--- config.mk ---
export PLATFORM = sky130hd
export DESIGN_NAME = alu_byte_sequencer_flat
export DESIGN_NICKNAME = d
export VERILOG_FILES = /design/src/rtl/alu_byte_sequencer_if.sv /design/src/rtl/alu_byte_sequencer.sv /design/src/flat_wrapper.sv
export SDC_FILE = /design/constraint.sdc
export NUM_CORES = 1
export LEC_CHECK = 0
export BUFFER_PORTS_ARGS = -buffer_cell sky130_fd_sc_hd__clkbuf_2
export CORE_MARGIN = 2
export CORE_UTILIZATION = 53
export CTS_CLUSTER_SIZE = 10
export DETAILED_ROUTE_END_ITERATION = 16
export PLACE_DENSITY_LB_ADDON = 0.3
export REMOVE_ABC_BUFFERS = 1
export SYNTH_ARGS = -nofsm -noshare
export SYNTH_HDL_FRONTEND = slang
export SYNTH_SLANG_ARGS = --single-unit
--- constraint.sdc ---
create_clock -name clk -period 4.2 [get_ports clk]
set_input_delay 1.05 -clock clk [delete_from_list [all_inputs] [get_ports clk]]
set_output_delay 1.05 -clock clk [all_outputs]
set_load 0.1 [all_outputs]
--- src/rtl/alu_byte_sequencer_if.sv ---
// Byte-stream and result handshake bundle for alu_byte_sequencer.
//   din/din_op/din_valid/din_ready : operand byte stream (opcode rides with A byte 0)
//   res_f/res_zf/res_of            : captured ALU result and flags
//   res_valid/res_ready            : result handshake
// master = byte source / result consumer side, slave = sequencer side.
interface alu_byte_sequencer_if;
  logic [7:0]  din;
  logic [2:0]  din_op;
  logic        din_valid;
  logic        din_ready;
  logic [31:0] res_f;
  logic        res_zf;
  logic        res_of;
  logic        res_valid;
  logic        res_ready;

  modport master (
    output din, din_op, din_valid, res_ready,
    input  din_ready, res_f, res_zf, res_of, res_valid
  );

  modport slave (
    input  din, din_op, din_valid, res_ready,
    output din_ready, res_f, res_zf, res_of, res_valid
  );
endinterface

--- src/rtl/alu_byte_sequencer.sv ---
// alu_byte_sequencer: front-end controller for the 32-bit combinational ALU.
// Collects operand A (4 bytes, little-endian, opcode with byte 0) and operand B
// (4 bytes) from an 8-bit stream, presents them on alu_a/alu_b/alu_op, captures
// alu_f/alu_zf/alu_of after one EXEC cycle and holds them under res_valid/res_ready.
// Ports:
//   clk, rst        : clock, synchronous active-high reset
//   bus (slave)     : din, din_op, din_valid, din_ready, res_f, res_zf, res_of,
//                     res_valid, res_ready
//   alu_a/b/op      : registered operands/opcode to the ALU
//   alu_f/zf/of     : ALU result and flags
//   of_sticky       : accumulated overflow
// Optional feature macro: ALU_SEQ_STICKY_OF_EN (sticky overflow register);
// when undefined of_sticky is tied to 0.
module alu_byte_sequencer (
  input  logic                        clk,
  input  logic                        rst,
  alu_byte_sequencer_if.slave         bus,
  output logic [31:0]                 alu_a,
  output logic [31:0]                 alu_b,
  output logic [2:0]                  alu_op,
  input  logic [31:0]                 alu_f,
  input  logic                        alu_zf,
  input  logic                        alu_of,
  output logic                        of_sticky
);

  typedef enum logic [1:0] {
    LOAD_A = 2'd0,
    LOAD_B = 2'd1,
    EXEC   = 2'd2,
    DONE   = 2'd3
  } state_t;

  state_t     state;
  logic [1:0] cnt;
  logic [4:0] bit_base;

  // Byte k lands at bit 8k.
  assign bit_base = {cnt, 3'b000};

  // Only the load states accept bytes; anything offered elsewhere is dropped.
  assign bus.din_ready = (state == LOAD_A) || (state == LOAD_B);

  always_ff @(posedge clk) begin
    if (rst) begin
      state         <= LOAD_A;
      cnt           <= '0;
      alu_a         <= '0;
      alu_b         <= '0;
      alu_op        <= '0;
      bus.res_f     <= '0;
      bus.res_zf    <= 1'b0;
      bus.res_of    <= 1'b0;
      bus.res_valid <= 1'b0;
    end else begin
      case (state)
        LOAD_A: begin
          if (bus.din_valid) begin
            alu_a[bit_base +: 8] <= bus.din;
            if (cnt == 2'd0) alu_op <= bus.din_op;
            cnt <= cnt + 2'd1;
            if (cnt == 2'd3) state <= LOAD_B;
          end
        end
        LOAD_B: begin
          if (bus.din_valid) begin
            alu_b[bit_base +: 8] <= bus.din;
            cnt <= cnt + 2'd1;
            if (cnt == 2'd3) state <= EXEC;
          end
        end
        EXEC: begin
          bus.res_f     <= alu_f;
          bus.res_zf    <= alu_zf;
          bus.res_of    <= alu_of;
          bus.res_valid <= 1'b1;
          state         <= DONE;
        end
        DONE: begin
          if (bus.res_ready) begin
            bus.res_valid <= 1'b0;
            state         <= LOAD_A;
          end
        end
        default: state <= LOAD_A;
      endcase
    end
  end

`ifdef ALU_SEQ_STICKY_OF_EN
  logic of_sticky_q;

  always_ff @(posedge clk) begin
    if (rst) begin
      of_sticky_q <= 1'b0;
    end else if (state == EXEC && alu_of) begin
      of_sticky_q <= 1'b1;
    end
  end

  assign of_sticky = of_sticky_q;
`else
  assign of_sticky = 1'b0;
`endif

endmodule

--- src/flat_wrapper.sv ---
// flat-port wrapper written by rule: the top's interface ports become plain ports
module alu_byte_sequencer_flat 
  (clk, rst, alu_a, alu_b, alu_op, alu_f, alu_zf, alu_of, of_sticky, bus_din, bus_din_op, bus_din_valid, bus_res_ready, bus_din_ready, bus_res_f, bus_res_zf, bus_res_of, bus_res_valid);
  alu_byte_sequencer_if bus_i ();
  input  logic clk;
  input  logic rst;
  output logic [31:0] alu_a;
  output logic [31:0] alu_b;
  output logic [2:0] alu_op;
  input  logic [31:0] alu_f;
  input  logic alu_zf;
  input  logic alu_of;
  output logic of_sticky;
  input wire logic [$bits(bus_i.din)-1:0] bus_din;
  input wire logic [$bits(bus_i.din_op)-1:0] bus_din_op;
  input wire logic [$bits(bus_i.din_valid)-1:0] bus_din_valid;
  input wire logic [$bits(bus_i.res_ready)-1:0] bus_res_ready;
  output wire logic [$bits(bus_i.din_ready)-1:0] bus_din_ready;
  output wire logic [$bits(bus_i.res_f)-1:0] bus_res_f;
  output wire logic [$bits(bus_i.res_zf)-1:0] bus_res_zf;
  output wire logic [$bits(bus_i.res_of)-1:0] bus_res_of;
  output wire logic [$bits(bus_i.res_valid)-1:0] bus_res_valid;
  assign bus_i.din = bus_din;
  assign bus_i.din_op = bus_din_op;
  assign bus_i.din_valid = bus_din_valid;
  assign bus_i.res_ready = bus_res_ready;
  assign bus_din_ready = bus_i.din_ready;
  assign bus_res_f = bus_i.res_f;
  assign bus_res_zf = bus_i.res_zf;
  assign bus_res_of = bus_i.res_of;
  assign bus_res_valid = bus_i.res_valid;
  alu_byte_sequencer u_core (.clk(clk), .rst(rst), .bus(bus_i), .alu_a(alu_a), .alu_b(alu_b), .alu_op(alu_op), .alu_f(alu_f), .alu_zf(alu_zf), .alu_of(alu_of), .of_sticky(of_sticky));
endmodule
[Yosys cells after proc, flatten, opt, wreduce, memory -nomap -nowiden]
Cells that the tools add are included.
W data, S select, Z words.
Storage, ports and cells
  register bits after elaboration: 106
  word-level logic and storage cells: 43
  output and inout port bits: 104
  input bits: 49
Cells by class
  multiplexer cells: 10
  shift operators: 2
  reductions and logical operators: 11
  add/subtract/negate cells: 2
  equality and inequality tests: 9
Operator list (count)
  $bwmux W32: 2
  $shift A8 B7 Y32 const A: 1
  $shiftx A8 B7 Y32: 1
  $mux W2: 5
  $ne A2 B2 Y1 const B: 5
  $pmux W2 S4: 1
  $reduce_and A2 Y1: 4
  $neg A5 Y7: 1
  $eq A2 B2 Y1 const B: 3
  $reduce_and A5 Y1: 1
  $logic_not A2 Y1: 2
  $reduce_and A3 Y1: 1
  $add A2 B1 Y2 const B: 1
  $eq A2 B1 Y1 const B: 1
  $pmux W1 S2: 1
  $reduce_bool A2 Y1: 1
  $reduce_or A2 Y1: 1
  $logic_or A1 B1 Y1: 1
  $mux W1: 1

[Depth between registers and ports, before layout]
  word-level depth: 4
  gate-level depth with buffers: 8
  gate-level depth less buffers: 5

[Worst setup path before layout]
No wires, ideal clock.
  kind: reg-to-output
  start point: register u_core.state[0]
  end point: output port bus_din_ready
  path buffers: 1
  data arrival time: 1243 ps
  setup slack: 1907 ps
  data required time: 3150 ps
  stages on the path, launching flop included: 5
  path through: dfxtp_1 inv_1 ha_1 buf_2 or2_2
On the way
  cells in the longest elaborated chain, start to end: 2
  elaborated cells on any way between the ends: 3
  classes of those cells: eq/ne (1); reduce/logical (2)
Ends and longest elaborated chain
  from (decl): RTL line alu_byte_sequencer.sv:34  | state_t state;
  from (signal assigned): RTL line alu_byte_sequencer.sv:46  | state <= LOAD_A;
  from (signal assigned): RTL line alu_byte_sequencer.sv:62  | if (cnt == 2'd3) state <= LOAD_B;
  from (signal assigned): RTL line alu_byte_sequencer.sv:69  | if (cnt == 2'd3) state <= EXEC;
  $eq A2 B1 Y1 or $logic_not A2 Y1 (tied branches): RTL line alu_byte_sequencer.sv:42  | assign bus.din_ready = (state == LOAD_A) || (state == LOAD_B);
  $logic_or A1 B1 Y1 (*): RTL line alu_byte_sequencer.sv:42
  to (decl): RTL line flat_wrapper.sv:18  | output wire logic [$bits(bus_i.din_ready)-1:0] bus_din_ready;
Every way passes the cells marked *; elsewhere a longest branch is shown, timed or not.

[Worst setup path in the final report]
Same ends and word-level chain as after synthesis.

==> results.json <==
{
  "status": "finished clean",
  "ys.flop_type": "dfxtp_1",
  "cts_buffer_depth": 2,
  "vias": 3571,
  "synth_seq_area_share": 0.516,
  "cts_setup_buffers": 0,
  "numClockSinks": 106,
  "cts_tree": "built",
  "num_rows": 32,
  "drt_iter0_markers": 288,
  "power.density_mw_per_mm2": 467,
  "slew_viol_final": 0,
  "routedWlPerCell_um": 14.6,
  "period_minus_slack_ps": 2900,
  "crit_fanout": 10,
  "syn_inst": 441,
  "yosysWarnings": 0,
  "crit_type": "reg2out",
  "area_delta_synth_final_pct": 22.0,
  "finalNetCount": 626,
  "routed_wl_um": 9820,
  "ios": 153,
  "fin_crit_sh": 0.690,
  "yosysMostFrequentCell": "dfxtp_1",
  "viasPerCell": 5.30,
  "diodes": 0,
  "worst_slack_ps": 1300,
  "die_h_um": 92.1,
  "fp.dieArea_mm2": 0.00848,
  "synth.avg_cell_area_um2": 9.33,
  "cts_resized": 0,
  "drc_errors": 0,
  "grt_usage": 0.227,
  "setup_viol": 0,
  "async_reset_ff_frac": 0,
  "slowest_stage": "dfxtp_1",
  "maxCapViolCount": 0,
  "synth_cell_type_count": 30,
  "place_ws_ps": 1690,
  "cp_num_buf_inv": 2,
  "cpPeakStageDelay_ps": 380,
  "coreArea_mm2": 0.00761,
  "setup.worst_path.start_class": "flip-flop",
  "initial_core_util": 0.541,
  "final_antenna_net_count": 0,
  "clk_latency_ps": 350,
  "path_clk_slew_ps": 100,
  "max_freq_ghz": 0.345,
  "worst_pin_slew_ps": 1050,
  "gr-total-overflow": 0,
  "cts_buffers": 9,
  "fillers": 704,
  "ir_drop_mv": 0.303,
  "hp-class": "reg2reg",
  "portBuffers": 151,
  "place_congestion": 0.805,
  "cts-hold-fix-buffers": 0,
  "ys_ff_latch": 106,
  "die_w_um": 92.1,
  "p_leak_uw": 0.00208,
  "synth_area_mm2": 0.00411,
  "synth_area_leaders": "dfxtp_1 (52%), mux2i_1 (8.5%), nor2_1 (5.0%), nand3_1 (5.0%), a21oi_1 (4.3%)",
  "dp_hpwl_um": 7010,
  "critPathRequiredTime_ps": 3150,
  "path_cells": "inv_1, ha_1, or2_2, clkbuf_2",
  "h-tree-depth": 3,
  "skew_ps": 10.3,
  "drive_gt1_frac": 0.301,
  "stdcell_area_mm2": 0.00502,
  "tns_ps": 0,
  "finalHoldViolations": 0,
  "timing.slew.headroom": 0.298,
  "synth_area_leader_cell": "dfxtp_1",
  "synth_common_cells": "dfxtp_1 (106), nor2_1 (55), nand2_1 (44)",
  "dp.cells": 658,
  "cpLargestDelayFamily": "buffers and inverters",
  "firstDrtPassIters": 4,
  "rsz0062_at_grt": "false",
  "utilization": 0.660,
  "clk_root_buffer_cell": "clkbuf_8",
  "synth_edf_count": 0,
  "fin_cells": 674,
  "end_kind": "output pin",
  "grt_pass1_vias": 3195,
  "grt_antenna_before_repair": 0,
  "grt_max_degree": 73,
  "dpl-instance-area_mm2": 0.00482,
  "worst-endpoint-arrival_ps": 1850,
  "grt_pass1_wl_um": 15400,
  "yosysTopAreaCellShare": 0.516
}
==> final timing paths <==
check / start / end / slack, ps / cells past startpoint
worst max register to register: u_core.cnt[0] / u_core.alu_a[31] / 1990 / 5
worst min register to register: u_core.alu_b[28] / u_core.alu_b[28] / 460 / 2
worst max-delay path: u_core.state[0] / bus_din_ready / 1300 / 4
worst min-delay path: u_core.alu_b[28] / u_core.alu_b[28] / 460 / 2
==> worst min-delay path, cell delays in order (launching register included) <==
cell and delay, ps:
dfxtp_1 320, nand2_1 50, a21oi_1 50
==> cells in the final DEF (no fill, tap or decap), types with 2 or more instances in the layout <==
master and n:
clkbuf_2 150, dfxtp_1 106, nor2_1 55, nand2_1 44, nand3_1 41, a21oi_1 35
mux2i_1 35, nand2b_1 18, o22ai_1 16, a32oi_1 16, ha_1 9, clkbuf_8 9
and3_1 6, inv_1 4, nor4b_4 2, and4bb_1 2, and2_1 2, nor2b_1 2
o31ai_1 2, clkinvlp_4 2, clkinv_4 2, buf_4 2
==> logic make-up (layout without fill, tap and decap cells) <==
kind of cell | Yosys count | in the layout | share of synthesized area
other cells | 1 | 1 | 0.000912
simple gates | 175 | 175 | 0.206
flops | 106 | 106 | 0.516
xor+xnor | 1 | 1 | 0.00213
fa+ha+maj | 10 | 10 | 0.0304
mux | 35 | 35 | 0.0852
buf+inv | 41 | 172 | 0.0493
compound gates | 72 | 72 | 0.110
==> flip-flops by register name, summed over array words and instances, names as in the netlist <==
| register | count |
|---|---|
| u_core.bus.res_of | 1 |
| u_core.alu_b | 32 |
| u_core.bus.res_valid | 1 |
| u_core.alu_a | 32 |
| u_core.state | 2 |
| u_core.bus.res_zf | 1 |
| u_core.bus.res_f | 32 |
| u_core.alu_op | 3 |
| u_core.cnt | 2 |
==> cell type report <==
cell class / instances / area (µm²) / area share
flip-flops and latches: 106 / 2120 / 0.423
multi-input cells: 294 / 1790 / 0.357
repair buffers: 152 / 766 / 0.153
clock buffers: 10 / 128 / 0.0254
well taps: 102 / 128 / 0.0254
clock inverters: 6 / 67.6 / 0.0135
inverters: 4 / 15.0 / 0.00299
==> metal layers <==
layer / wire [µm] / GRT usage / vias up
met1: 4130 / 0.301 / 1642
met5: 0 / 0 / -
met3: 952 / 0.0608 / 19
met4: 250 / 0.0784 / 0
met2: 4490 / 0.359 / 145
li1: - / - / 1765
==> power by group <==
| part | total (µW) | leakage, µW | internal, µW | switching (µW) |
|---|---|---|---|---|
| combinational | 643 | 0.00113 | 143 | 500 |
| sequential | 1080 | 0.000855 | 1050 | 32.9 |
| clock | 618 | 0.0000925 | 277 | 341 |
| total | 2340 | 0.00208 | 1470 | 874 |
==> metrics by stage <==
stage	hold WS, ps	total power [µW]
global placement	439	1730
finish	458	2340
global route	476	2430
floorplan	518	1600
detailed placement	447	1740
CTS	460	2350
Power figures use the tool's default switching activity.
